### config.mk
export PLATFORM = sky130hd
export DESIGN_NAME = flow_output_demux
export DESIGN_NICKNAME = d
export VERILOG_FILES = /design/src/rtl/flow_output_demux.sv
export SDC_FILE = /design/constraint.sdc
export NUM_CORES = 1
export LEC_CHECK = 0
export ABC_AREA = 1
export BUFFER_PORTS_ARGS = -buffer_cell sky130_fd_sc_hd__clkbuf_2
export CORE_MARGIN = 2
export CORE_UTILIZATION = 32
export DETAILED_ROUTE_END_ITERATION = 10
export GPL_TIMING_DRIVEN = 1
export HOLD_SLACK_MARGIN = 0.12
export PLACE_DENSITY_LB_ADDON = 0.2
export RECOVER_POWER = 25
export SLEW_MARGIN = 30
export SYNTH_ARGS = -nofsm -noshare
export SYNTH_HDL_FRONTEND = slang
export SYNTH_SLANG_ARGS = --single-unit
### constraint.sdc
create_clock -name clk -period 6.2 [get_ports clk]
set_input_delay 0.62 -clock clk [delete_from_list [all_inputs] [get_ports clk]]
set_output_delay 0.62 -clock clk [all_outputs]
set_load 0.02 [all_outputs]
### src/rtl/flow_output_demux.sv
// -----------------------------------------------------------------------------
// flow_output_demux
//
// Receives the tagged multi-flow pixel stream ({flow_tag, pixel}) and steers
// each pixel into a per-flow first-word-fall-through FIFO. Each flow is armed
// with a block size and counts its accepted pixels. When the last pixel of a
// block is accepted, the flow emits a one-cycle done pulse so that downstream
// consumers can drain every flow on its own schedule.
//
// Ports
//   clk        sole clock, rising edge
//   rst        asynchronous, active-low reset
//   in_din     {tag, pixel}; the tag sits in the MSBs
//   in_write   write strobe for in_din
//   in_full    per-flow FIFO full (back-pressure)
//   cfg_din    {tag, block_size}
//   cfg_write  arms the tagged flow with block_size
//   rd         per-flow pop
//   dout       per-flow head pixel; flow f at [f*DATA_W +: DATA_W], 0 if empty
//   empty      per-flow FIFO empty
//   done       per-flow one-cycle pulse after the block's last pixel
//   err_drop   sticky: a write was discarded
//   err_cfg    sticky: an illegal configuration write occurred
// -----------------------------------------------------------------------------
module flow_output_demux #(
  parameter  int FLUX   = 4,
  parameter  int DEPTH  = 16,
  parameter  int DATA_W = 8,
  parameter  int CNT_W  = 13,
  localparam int TAG_W  = (FLUX > 1) ? $clog2(FLUX) : 1
) (
  input  logic                     clk,
  input  logic                     rst,
  input  logic [TAG_W+DATA_W-1:0]  in_din,
  input  logic                     in_write,
  output logic [FLUX-1:0]          in_full,
  input  logic [TAG_W+CNT_W-1:0]   cfg_din,
  input  logic                     cfg_write,
  input  logic [FLUX-1:0]          rd,
  output logic [FLUX*DATA_W-1:0]   dout,
  output logic [FLUX-1:0]          empty,
  output logic [FLUX-1:0]          done,
  output logic                     err_drop,
  output logic                     err_cfg
);

  localparam int AW = $clog2(DEPTH);
  // One extra pointer bit distinguishes full from empty when addresses match.
  localparam int PW = AW + 1;

  typedef enum logic [1:0] {
    S_IDLE  = 2'd0,
    S_ARMED = 2'd1,
    S_DONE  = 2'd2
  } flow_state_e;

  logic [TAG_W-1:0]  in_tag;
  logic [DATA_W-1:0] in_pixel;
  logic [TAG_W-1:0]  cfg_tag;
  logic [CNT_W-1:0]  cfg_size;

  assign in_tag   = in_din[TAG_W+DATA_W-1:DATA_W];
  assign in_pixel = in_din[DATA_W-1:0];
  assign cfg_tag  = cfg_din[TAG_W+CNT_W-1:CNT_W];
  assign cfg_size = cfg_din[CNT_W-1:0];

  // push[f]: write accepted into flow f this cycle.
  // cfg_ok[f]: legal configuration of flow f this cycle.
  logic [FLUX-1:0] push;
  logic [FLUX-1:0] cfg_ok;

  for (genvar f = 0; f < FLUX; f++) begin : g_flow
    flow_state_e       state_q, state_d;
    logic [CNT_W-1:0]  cnt_q, cnt_d;
    logic [CNT_W-1:0]  size_q, size_d;
    logic [PW-1:0]     wr_ptr_q, wr_ptr_d;
    logic [PW-1:0]     rd_ptr_q, rd_ptr_d;
    logic [DATA_W-1:0] mem_q [DEPTH];
    logic              fifo_full;
    logic              fifo_empty;
    logic              pop;

    assign fifo_empty = (wr_ptr_q == rd_ptr_q);
    assign fifo_full  = (wr_ptr_q[AW-1:0] == rd_ptr_q[AW-1:0]) &&
                        (wr_ptr_q[AW] != rd_ptr_q[AW]);

    // A tag outside 0..FLUX-1 never matches any flow, so it is always dropped.
    assign push[f]   = in_write && (in_tag == TAG_W'(f)) &&
                       (state_q == S_ARMED) && !fifo_full;
    // A DONE flow may be re-armed in its done cycle; only ARMED rejects.
    assign cfg_ok[f] = cfg_write && (cfg_tag == TAG_W'(f)) &&
                       (cfg_size != '0) && (state_q != S_ARMED);
    assign pop       = rd[f] && !fifo_empty;

    always_comb begin
      // NOTE: every variable gets a default first so no path leaves it
      // unassigned, which would otherwise infer a latch.
      state_d  = state_q;
      cnt_d    = cnt_q;
      size_d   = size_q;
      wr_ptr_d = wr_ptr_q + PW'(push[f]);
      rd_ptr_d = rd_ptr_q + PW'(pop);
      unique case (state_q)
        S_IDLE, S_DONE: begin
          state_d = S_IDLE;
          if (cfg_ok[f]) begin
            state_d = S_ARMED;
            size_d  = cfg_size;
            cnt_d   = '0;
          end
        end
        S_ARMED: begin
          if (push[f]) begin
            cnt_d = cnt_q + CNT_W'(1);
            if (cnt_q + CNT_W'(1) == size_q) state_d = S_DONE;
          end
        end
        default: state_d = S_IDLE;
      endcase
    end

    always_ff @(posedge clk or negedge rst) begin
      if (!rst) begin
        // NOTE: state registers use non-blocking assignments so every flop
        // samples pre-edge values regardless of statement order.
        state_q  <= S_IDLE;
        cnt_q    <= '0;
        size_q   <= '0;
        wr_ptr_q <= '0;
        rd_ptr_q <= '0;
      end else begin
        state_q  <= state_d;
        cnt_q    <= cnt_d;
        size_q   <= size_d;
        wr_ptr_q <= wr_ptr_d;
        rd_ptr_q <= rd_ptr_d;
      end
    end

    // NOTE: the storage array is deliberately not reset; resetting the
    // pointers empties the FIFO and dout is forced to 0 while empty, so stale
    // contents are never visible.
    always_ff @(posedge clk) begin
      if (push[f]) mem_q[wr_ptr_q[AW-1:0]] <= in_pixel;
    end

    assign in_full[f]                 = fifo_full;
    assign empty[f]                   = fifo_empty;
    assign done[f]                    = (state_q == S_DONE);
    assign dout[f*DATA_W +: DATA_W]   = fifo_empty ? '0 : mem_q[rd_ptr_q[AW-1:0]];
  end

  // Sticky error flags.
  logic err_drop_q, err_drop_d;
  logic err_cfg_q, err_cfg_d;

  always_comb begin
    err_drop_d = err_drop_q || (in_write && (push == '0));
    err_cfg_d  = err_cfg_q  || (cfg_write && (cfg_ok == '0));
  end

  always_ff @(posedge clk or negedge rst) begin
    if (!rst) begin
      err_drop_q <= 1'b0;
      err_cfg_q  <= 1'b0;
    end else begin
      err_drop_q <= err_drop_d;
      err_cfg_q  <= err_cfg_d;
    end
  end

  assign err_drop = err_drop_q;
  assign err_cfg  = err_cfg_q;

endmodule

==> results of run 1 <==
## through the flow
stage               hold slack (ps)  setup WS, ps  utilization
finish                          288          1780        0.367
global route                    327          1550        0.367
CTS                             235          1810        0.367
detailed placement              472          2270        0.339
global placement                467          2330        0.339
floorplan                       324          3920            -
## flip-flops by register name (all words and copies together) (netlist names)
register / cells
err_cfg: 1
g_flow.mem_q: 512
g_flow.size_q: 52
err_drop: 1
g_flow.cnt_q: 52
g_flow.state_q: 8
g_flow.rd_ptr_q: 20
g_flow.wr_ptr_q: 20
## layout make-up
type	instances	area [µm²]	area share
Clock buffer	106	2140	0.0659
Clock inverter	34	338	0.0104
Inverter	158	594	0.0183
Multi-Input combinational cell	1618	8150	0.251
Sequential cell	666	19200	0.594
Tap cell	1165	1460	0.0450
Timing Repair Buffer	93	494	0.0152
## per-layer routing
layer  GRT usage  vias up
met5           0        -
met1       0.245     9711
met4      0.0543        0
li1            -     9200
met3      0.0247      100
met2       0.264      615
## how the worst max path moves through the flow
| stage | depth (start not counted) | end | slack [ps] |
|---|---|---|---|
| 6_report | 8 | dout[0] | 1780 |
| 4_1_cts | 8 | dout[0] | 1810 |
| 2_1_floorplan | 8 | dout[16] | 3920 |
| 3_5_place_dp | 9 | g_flow[2].mem_q[12][3] | 2270 |
| 3_3_place_gp | 9 | g_flow[1].mem_q[11][6] | 2330 |
| 5_1_grt | 8 | dout[0] | 1550 |
## power breakdown
| part | total (mW) | internal (mW) | switching [mW] |
|---|---|---|---|
| registers | 6.06 | 5.28 | 0.772 |
| logic | 4.54 | 1.44 | 3.09 |
| clock network | 4.42 | 2.60 | 1.82 |
## critical path: cells and delay by family, from the launching register on
| family | cells | cell delay (ps) |
|---|---|---|
| simple gates | 5 | 1140 |
| compound gates | 1 | 140 |
| flops | 1 | 980 |
| buf+inv | 2 | 890 |
## cell usage after synthesis (7+ instances only)
master / number
dfrtp_1: 154
nand2_2: 7
buf_4: 17
clkinv_1: 8
inv_1: 137
edfxtp_1: 512
o21ai_1: 31
xnor2_1: 12
nor3_1: 8
o221ai_1: 49
nand4_1: 13
o211ai_1: 15
nand3_1: 135
inv_2: 13
nand3b_1: 18
ha_1: 20
a31oi_1: 32
clkbuf_1: 55
nand2_1: 403
nor2_1: 386
nor2_2: 9
o21ai_0: 310
buf_2: 39
nand3_2: 8
o22ai_1: 99
xor2_1: 35
## kinds of logic after synthesis
logic type	Yosys count
AND/OR/NAND/NOR	1000
AO/OA/AOI/OAI	546
buffers and inverters	280
XOR/XNOR	52
flip-flops	666
adder cells (fa/ha/maj)	20
## repair_timing
action                                  4_1_cts  5_1_grt
endpoints found under the hold margin        71        0
buffers inserted                              0        0
hold buffers                                  1        0
endpoints found under the setup margin        0        0
==> metrics.yaml, run 1 <==
routing:
  wl_met1_mm: 36.6
  routed.top_layer: "met4"
  drt_iter0_drc: 1838
  avgViaCountPerCell: 5.11
  wl_per_cell_um: 20.3
  num_vias: 19600
  wl_met3_mm: 4.13
  routed_wl_mm: 77.9
  ant_nets: 0
  drt_pass1_iterations: 6
  route.met2.wl_mm: 35.4
  drcViolationCount: 0
power:
  power_density_nw_per_um2: 463
  p_leak_nw: 11.8
  peakVddDrop_mv: 0.236
  finalPower_mw: 15.0
timing:
  rsz0062_at_grt: "no"
  skew_ps: 34.7
  finalCritPeriodShare: 0.713
  max_freq_mhz: 226
  slew_headroom: -1.96
  setup_viol: 0
  worstMarginPinSlew_ps: 4430
  slew_violations: 272
  period_needed_ps: 4420
  hold_viol_final: 0
  setup-tns-final_ps: 0
logic_synthesis:
  synth.area.top_cells: "edfxtp_1 (54%), dfrtp_1 (13%), o21ai_0 (5.4%)"
  syn_area_um2: 28600
  synth_xor_area_frac: 0.0184
  synth_top_area_frac: 0.538
  synth_simple_gate_area_frac: 0.148
  synthCells: 2564
  synth_compound_gate_area_share: 0.110
  synthAdderAreaFrac: 0.00876
  syn_nets: 2617
  synthArstFlopShare: 0.231
  ys.flop_type: "edfxtp_1"
  synth_top_family_by_area: "simple AND/OR/NAND/NOR gates"
  ys_types: 45
  avgSynthCellArea_um2: 11.1
  yosysSeqAreaShare: 0.673
  ys.warnings.count: 0
  synth_edf_count: 512
  synthMuxAreaShare: 0
  yosys_register_bits: 666
  yosysTopAreaCell: "edfxtp_1"
critical_path:
  cpMaxStageDelayCell: "dfrtp_1"
  cp-end-kind: "output pin"
  path_cells: "inv_1 -> nand2_1 -> nand2_1 -> nor2_1 -> nand2_1 -> nor2_1 -> a31oi_1 -> clkbuf_2"
  startpoint: "g_flow[0].rd_ptr_q[1]"
  reg2reg_to: "g_flow[0].mem_q[0][2]"
  worstPathMaxFanout: 36
  worst_setup_path_start_kind: "flop"
  arrival_ps: 3800
  r2r-start: "g_flow[0].rd_ptr_q[1]"
  r2r_slack_ps: 2440
  reg2regPathDepth: 9
  critPathKind: "flop to output pin"
  max_stage_delay_ps: 980
  crit_top_cell: "nand2_1"
  required_ps: 5580
clock_tree:
  ctsResizeCount: 0
  numCtsBuffers: 75
  tritoncts: "done"
  h-tree-depth: 3
  clock-root-buffer: "clkbuf_16"
  cts_max_path_buffers: 3
  clock_latency_ps: 630
  cts_sinks: 666
  path_clk_slew_ps: 60
placement:
  post-place-cells: 3699
  port_buffers: 78
  gp_congestion: 0.865
  placedInstanceArea_um2: 29900
  place_hpwl_mm: 49.4
die:
  io_pins: 79
  die_y_um: 303
  dieArea_um2: 91700
  rows: 109
  initial_core_util: 0.323
  die_w_um: 303
  core-area_um2: 88400
hold_path:
  hold_end: "err_cfg"
  whs_path_depth: 3
  hold_start: "cfg_write"
  hp-class: "primary input to flop"
finish:
  fin_area_um2: 32400
  layout_common_cells: "edfxtp_1 (512), nand2_1 (403), nor2_1 (386), o21ai_0 (310), dfrtp_1 (147)"
  drive_gt1_frac: 0.0964
  fin_nets: 2665
  finalNonFillerCells: 3840
  fill_cells: 8709
  final_common_cell: "edfxtp_1"
  diodes: 0
  synthToLayoutAreaGrowth_pct: 13.5
global_routing:
  grt_max_degree: 74
  grt_overflow: 0
  grt_pass1_vias: 19300
  track_usage: 0.170
  grt_pass1_wl_mm: 118
  grt_antenna_before_repair: 0
status:
  violations: "capacitance limit, slew limit"
  status: "finished, violations left"
job:
  drv_cap: 6
Note: power is estimated with default switching activity, not from simulation.
==> inputs of run 2 (changes only) <==
==> constraint.sdc (replaced) <==
create_clock -name clk -period 3.9 [get_ports clk]
set_input_delay 0.39 -clock clk [delete_from_list [all_inputs] [get_ports clk]]
set_output_delay 0.39 -clock clk [all_outputs]
set_load 0.02 [all_outputs]
==> metrics.yaml, run 2 (synthesis results as in run 1) <==
die:
  rows: 109
  initial_core_util: 0.323
  dieArea_um2: 91700
  core-area_um2: 88400
  die_y_um: 303
  die_w_um: 303
  io_pins: 79
clock_tree:
  ctsResizeCount: 0
  numCtsBuffers: 76
  path_clk_slew_ps: 60
  tritoncts: "done"
  cts_sinks: 666
  h-tree-depth: 3
  clock-root-buffer: "clkbuf_16"
  clock_latency_ps: 640
  cts_max_path_buffers: 3
timing:
  setup-tns-final_ps: 0
  finalCritPeriodShare: 0.880
  max_freq_mhz: 292
  slew_headroom: -1.35
  skew_ps: 21.2
  slew_violations: 328
  rsz0062_at_grt: "no"
  worstMarginPinSlew_ps: 3530
  setup_viol: 0
  hold_viol_final: 0
  period_needed_ps: 3430
power:
  switching_share: 0.379
  power_density_nw_per_um2: 736
  p_switching_mw: 9.13
  internal-power_mw: 14.9
  power_frac_clock: 0.295
  p_seq_frac: 0.385
  p_leak_nw: 12.0
  peakVddDrop_mv: 0.412
  combPwrFrac: 0.320
critical_path:
  critPathKind: "flop to output pin"
  arrival_ps: 3040
  cp-end-kind: "output pin"
  worst_setup_path_start_kind: "flop"
  required_ps: 3510
  worstPathMaxFanout: 64
routing:
  avgViaCountPerCell: 5.07
  drt_pass1_iterations: 7
  num_vias: 19700
  drcViolationCount: 0
  ant_nets: 0
  wl_met1_mm: 34.4
  drt_iter0_drc: 1596
  routed.top_layer: "met4"
  routed_wl_mm: 75.1
  route.met2.wl_mm: 34.4
  wl_per_cell_um: 19.4
  wl_met3_mm: 4.09
status:
  status: "finished, violations left"
  violations: "capacitance limit, slew limit"
placement:
  gp_congestion: 0.870
  port_buffers: 78
  placedInstanceArea_um2: 30200
  place_hpwl_mm: 47.5
finish:
  fill_cells: 8661
  fin_area_um2: 32700
  diodes: 0
  largest_reg_flops: 512
  synthToLayoutAreaGrowth_pct: 14.4
  final_common_cell: "edfxtp_1"
  drive_gt1_frac: 0.102
  layout_common_cells: "edfxtp_1 (512), nand2_1 (403), nor2_1 (386), o21ai_0 (310), dfrtp_1 (150)"
  fin_nets: 2702
job:
  drv_cap: 7
global_routing:
  grt_antenna_before_repair: 1
  grt_overflow: 0
  track_usage: 0.165
  grt_pass1_vias: 19700
  grt_max_degree: 93
  grt_pass1_wl_mm: 116
hold_path:
  hp-class: "primary input to flop"
==> run 2: power groups by stage <==
stage / Clock [mW] / Combinational (mW) / Sequential [mW]
2_1_floorplan: 0 / 5.50 / 8.97
3_3_place_gp: 0 / 7.69 / 9.35
3_5_place_dp: 0 / 7.73 / 9.38
4_1_cts: 7.30 / 7.75 / 9.24
5_1_grt: 7.57 / 8.57 / 9.37
6_report: 7.10 / 7.70 / 9.26
==> run 2: per-stage QoR <==
step,setup slack (ps),cells,util,hold slack (ps),total power [mW]
finish,470,3878,0.370,162,24.1
global route,276,3878,0.370,154,25.5
CTS,390,3878,0.370,120,24.3
detailed placement,641,3730,0.341,474,17.1
global placement,768,3730,0.341,466,17.0
floorplan,1850,2564,-,94.4,14.5
==> run 2: timing repair <==
item | in CTS | in global routing
buffers inserted | 0 | 0
hold endpoints to repair | 94 | 0
hold buffers | 6 | 0
==> run 2: cell type report <==
| class | count | area (µm²) | share of cell area |
|---|---|---|---|
| multi-input combinational | 1618 | 8140 | 0.249 |
| clock inverter | 45 | 445 | 0.0136 |
| tap | 1165 | 1460 | 0.0446 |
| inverter | 158 | 593 | 0.0182 |
| sequential | 666 | 19200 | 0.589 |
| timing repair buffer | 129 | 759 | 0.0232 |
| clock buffer | 97 | 2040 | 0.0625 |
==> run 2: worst paths after layout <==
kind	start	end	slack [ps]	cells after the start
worst max-delay path	g_flow[1].rd_ptr_q[0]	dout[12]	470	7
worst min-delay path	cfg_din[1]	g_flow[1].size_q[1]	160	3
worst max register to register	g_flow[0].rd_ptr_q[2]	g_flow[0].mem_q[8][1]	670	9
worst min register to register	g_flow[2].rd_ptr_q[4]	g_flow[2].rd_ptr_q[4]	490	1
max in group asynchronous	rst	g_flow[0].rd_ptr_q[0]	1130	2
min in group asynchronous	rst	g_flow[3].size_q[11]	1050	2
==> run 2: critical path: stages, from the launching register on <==
cell	delay, ps
dfrtp_2	560
inv_2	110
buf_4	530
o21ai_0	180
o22ai_1	270
o211ai_1	220
a31oi_1	280
clkbuf_2	220
==> run 2: layer usage <==
metal / global-route usage / up-vias
met1: 0.231 / 9667
met2: 0.261 / 605
met3: 0.0244 / 134
li1: - / 9274
met4: 0.0558 / 0
met5: 0 / -
==> inputs of run 3 (changes only) <==
--- a/config.mk
+++ b/config.mk
@@ -6,9 +6,9 @@
 export NUM_CORES = 1
 export LEC_CHECK = 0
 export ABC_AREA = 1
-export BUFFER_PORTS_ARGS = -buffer_cell sky130_fd_sc_hd__clkbuf_2
+export BUFFER_PORTS_ARGS = -buffer_cell sky130_fd_sc_hd__buf_2
 export CORE_MARGIN = 2
-export CORE_UTILIZATION = 32
+export CORE_UTILIZATION = 56
 export DETAILED_ROUTE_END_ITERATION = 10
 export GPL_TIMING_DRIVEN = 1
 export HOLD_SLACK_MARGIN = 0.12
==> metrics.yaml, run 3 (synthesis results as in run 1) <==
power:
  finalPower_mw: 23.0
  peakVddDrop_mv: 0.456
  combPwrFrac: 0.325
  switching_share: 0.373
  power_frac_clock: 0.273
  p_switching_mw: 8.58
  power_density_nw_per_um2: 728
  internal-power_mw: 14.4
  p_seq_frac: 0.402
  p_leak_nw: 11.7
routing:
  avgViaCountPerCell: 5.88
  drt_iter0_drc: 1938
  ant_nets: 0
  routed_wl_mm: 66.5
  num_vias: 19700
  drt_pass1_iterations: 6
  wl_per_cell_um: 19.9
  drcViolationCount: 0
timing:
  hold_viol_final: 0
  finalCritPeriodShare: 0.849
  setup_viol: 0
  period_needed_ps: 3310
  skew_ps: 13.1
  slew_violations: 327
  worstMarginPinSlew_ps: 3400
  slew_headroom: -1.26
  setup-tns-final_ps: 0
  max_freq_mhz: 302
  rsz0062_at_grt: "no"
clock_tree:
  clock_latency_ps: 600
  numCtsBuffers: 68
  tritoncts: "done"
  path_clk_slew_ps: 60
  h-tree-depth: 3
  cts_max_path_buffers: 3
  clock-root-buffer: "clkbuf_16"
  cts_sinks: 666
finish:
  layout_common_cells: "edfxtp_1 (512), nand2_1 (403), nor2_1 (386), o21ai_0 (310), dfrtp_1 (154)"
  fill_cells: 3928
  largest_reg_flops: 512
  synthToLayoutAreaGrowth_pct: 10.6
  diodes: 0
  fin_nets: 2677
  final_common_cell: "edfxtp_1"
  drive_gt1_frac: 0.0908
hold_path:
  whs_path_depth: 4
  hp-class: "primary input to flop"
status:
  violations: "capacitance limit, slew limit"
  status: "finished, violations left"
global_routing:
  grt_pass1_vias: 19000
  grt_overflow: 0
  grt_antenna_before_repair: 0
  track_usage: 0.255
  grt_pass1_wl_mm: 105
  grt_max_degree: 92
critical_path:
  critPathKind: "flop to output pin"
  cp-end-kind: "output pin"
  worst_setup_path_start_kind: "flop"
  required_ps: 3510
  arrival_ps: 2920
  reg2regPathDepth: 8
  r2r_slack_ps: 810
  worstPathMaxFanout: 49
die:
  core-area_um2: 50300
  dieArea_um2: 52800
  rows: 82
  die_w_um: 230
  io_pins: 79
  die_y_um: 230
  initial_core_util: 0.568
placement:
  gp_congestion: 0.922
  place_hpwl_mm: 41.9
  port_buffers: 78
job:
  drv_cap: 7
[run 3: area by class of cell]
cell class,instances,area [µm²],share of cell area
Multi-Input combinational cell,1618,8140,0.258
Clock buffer,102,1940,0.0615
Timing Repair Buffer,112,656,0.0208
Clock inverter,20,185,0.00586
Sequential cell,666,19200,0.609
Inverter,158,593,0.0188
Tap cell,672,841,0.0266
[run 3: worst max-delay path: stages (launching register included)]
cell	delay, ps
dfrtp_1	740
buf_4	520
o21ai_0	190
o221ai_1	320
nand3_1	200
a31oi_1	170
buf_2	190
[run 3: worst paths after layout]
kind	from	end
worst max-delay path	g_flow[2].rd_ptr_q[0]	dout[21]
worst min-delay path	rd[3]	g_flow[3].rd_ptr_q[0]
worst max register to register	g_flow[2].rd_ptr_q[0]	g_flow[2].mem_q[15][5]
worst min register to register	err_cfg	err_cfg
max in group asynchronous	rst	g_flow[1].cnt_q[8]
min in group asynchronous	rst	g_flow[3].wr_ptr_q[4]
[run 3: what timing repair did]
action / CTS / global route
resized for setup: 0 / 0
hold buffers: 2 / 0
hold endpoints to repair: 91 / 0
setup buffers: 0 / 0
[run 3: layer usage]
layer / global-route usage / wire (µm) / vias to the layer above
met1: 0.362 / 28700 / 9594
met3: 0.0424 / 4620 / 121
li1: - / - / 9181
met2: 0.407 / 31400 / 798
met4: 0.0772 / 1760 / 0
met5: 0 / 0 / -
[run 3: through the flow]
stage	instance area, µm²	instances	hold WS (ps)	setup WS [ps]	utilization
after detailed placement	29500	3224	479	810	0.586
final	31600	3348	152	589	0.628
after floorplan	28600	2564	94.4	1850	-
after CTS	31600	3348	135	572	0.629
after global placement	29500	3224	462	955	0.586
after global routing	31600	3348	156	405	0.628
[run 3: power by group through the flow]
| stage | sequential [mW] | clock (mW) | combinational [mW] |
|---|---|---|---|
| floorplan | 8.97 | 0 | 5.50 |
| global placement | 9.31 | 0 | 7.25 |
| detailed placement | 9.35 | 0 | 7.40 |
| CTS | 9.21 | 6.35 | 7.44 |
| global route | 9.34 | 6.64 | 8.29 |
| finish | 9.24 | 6.28 | 7.48 |
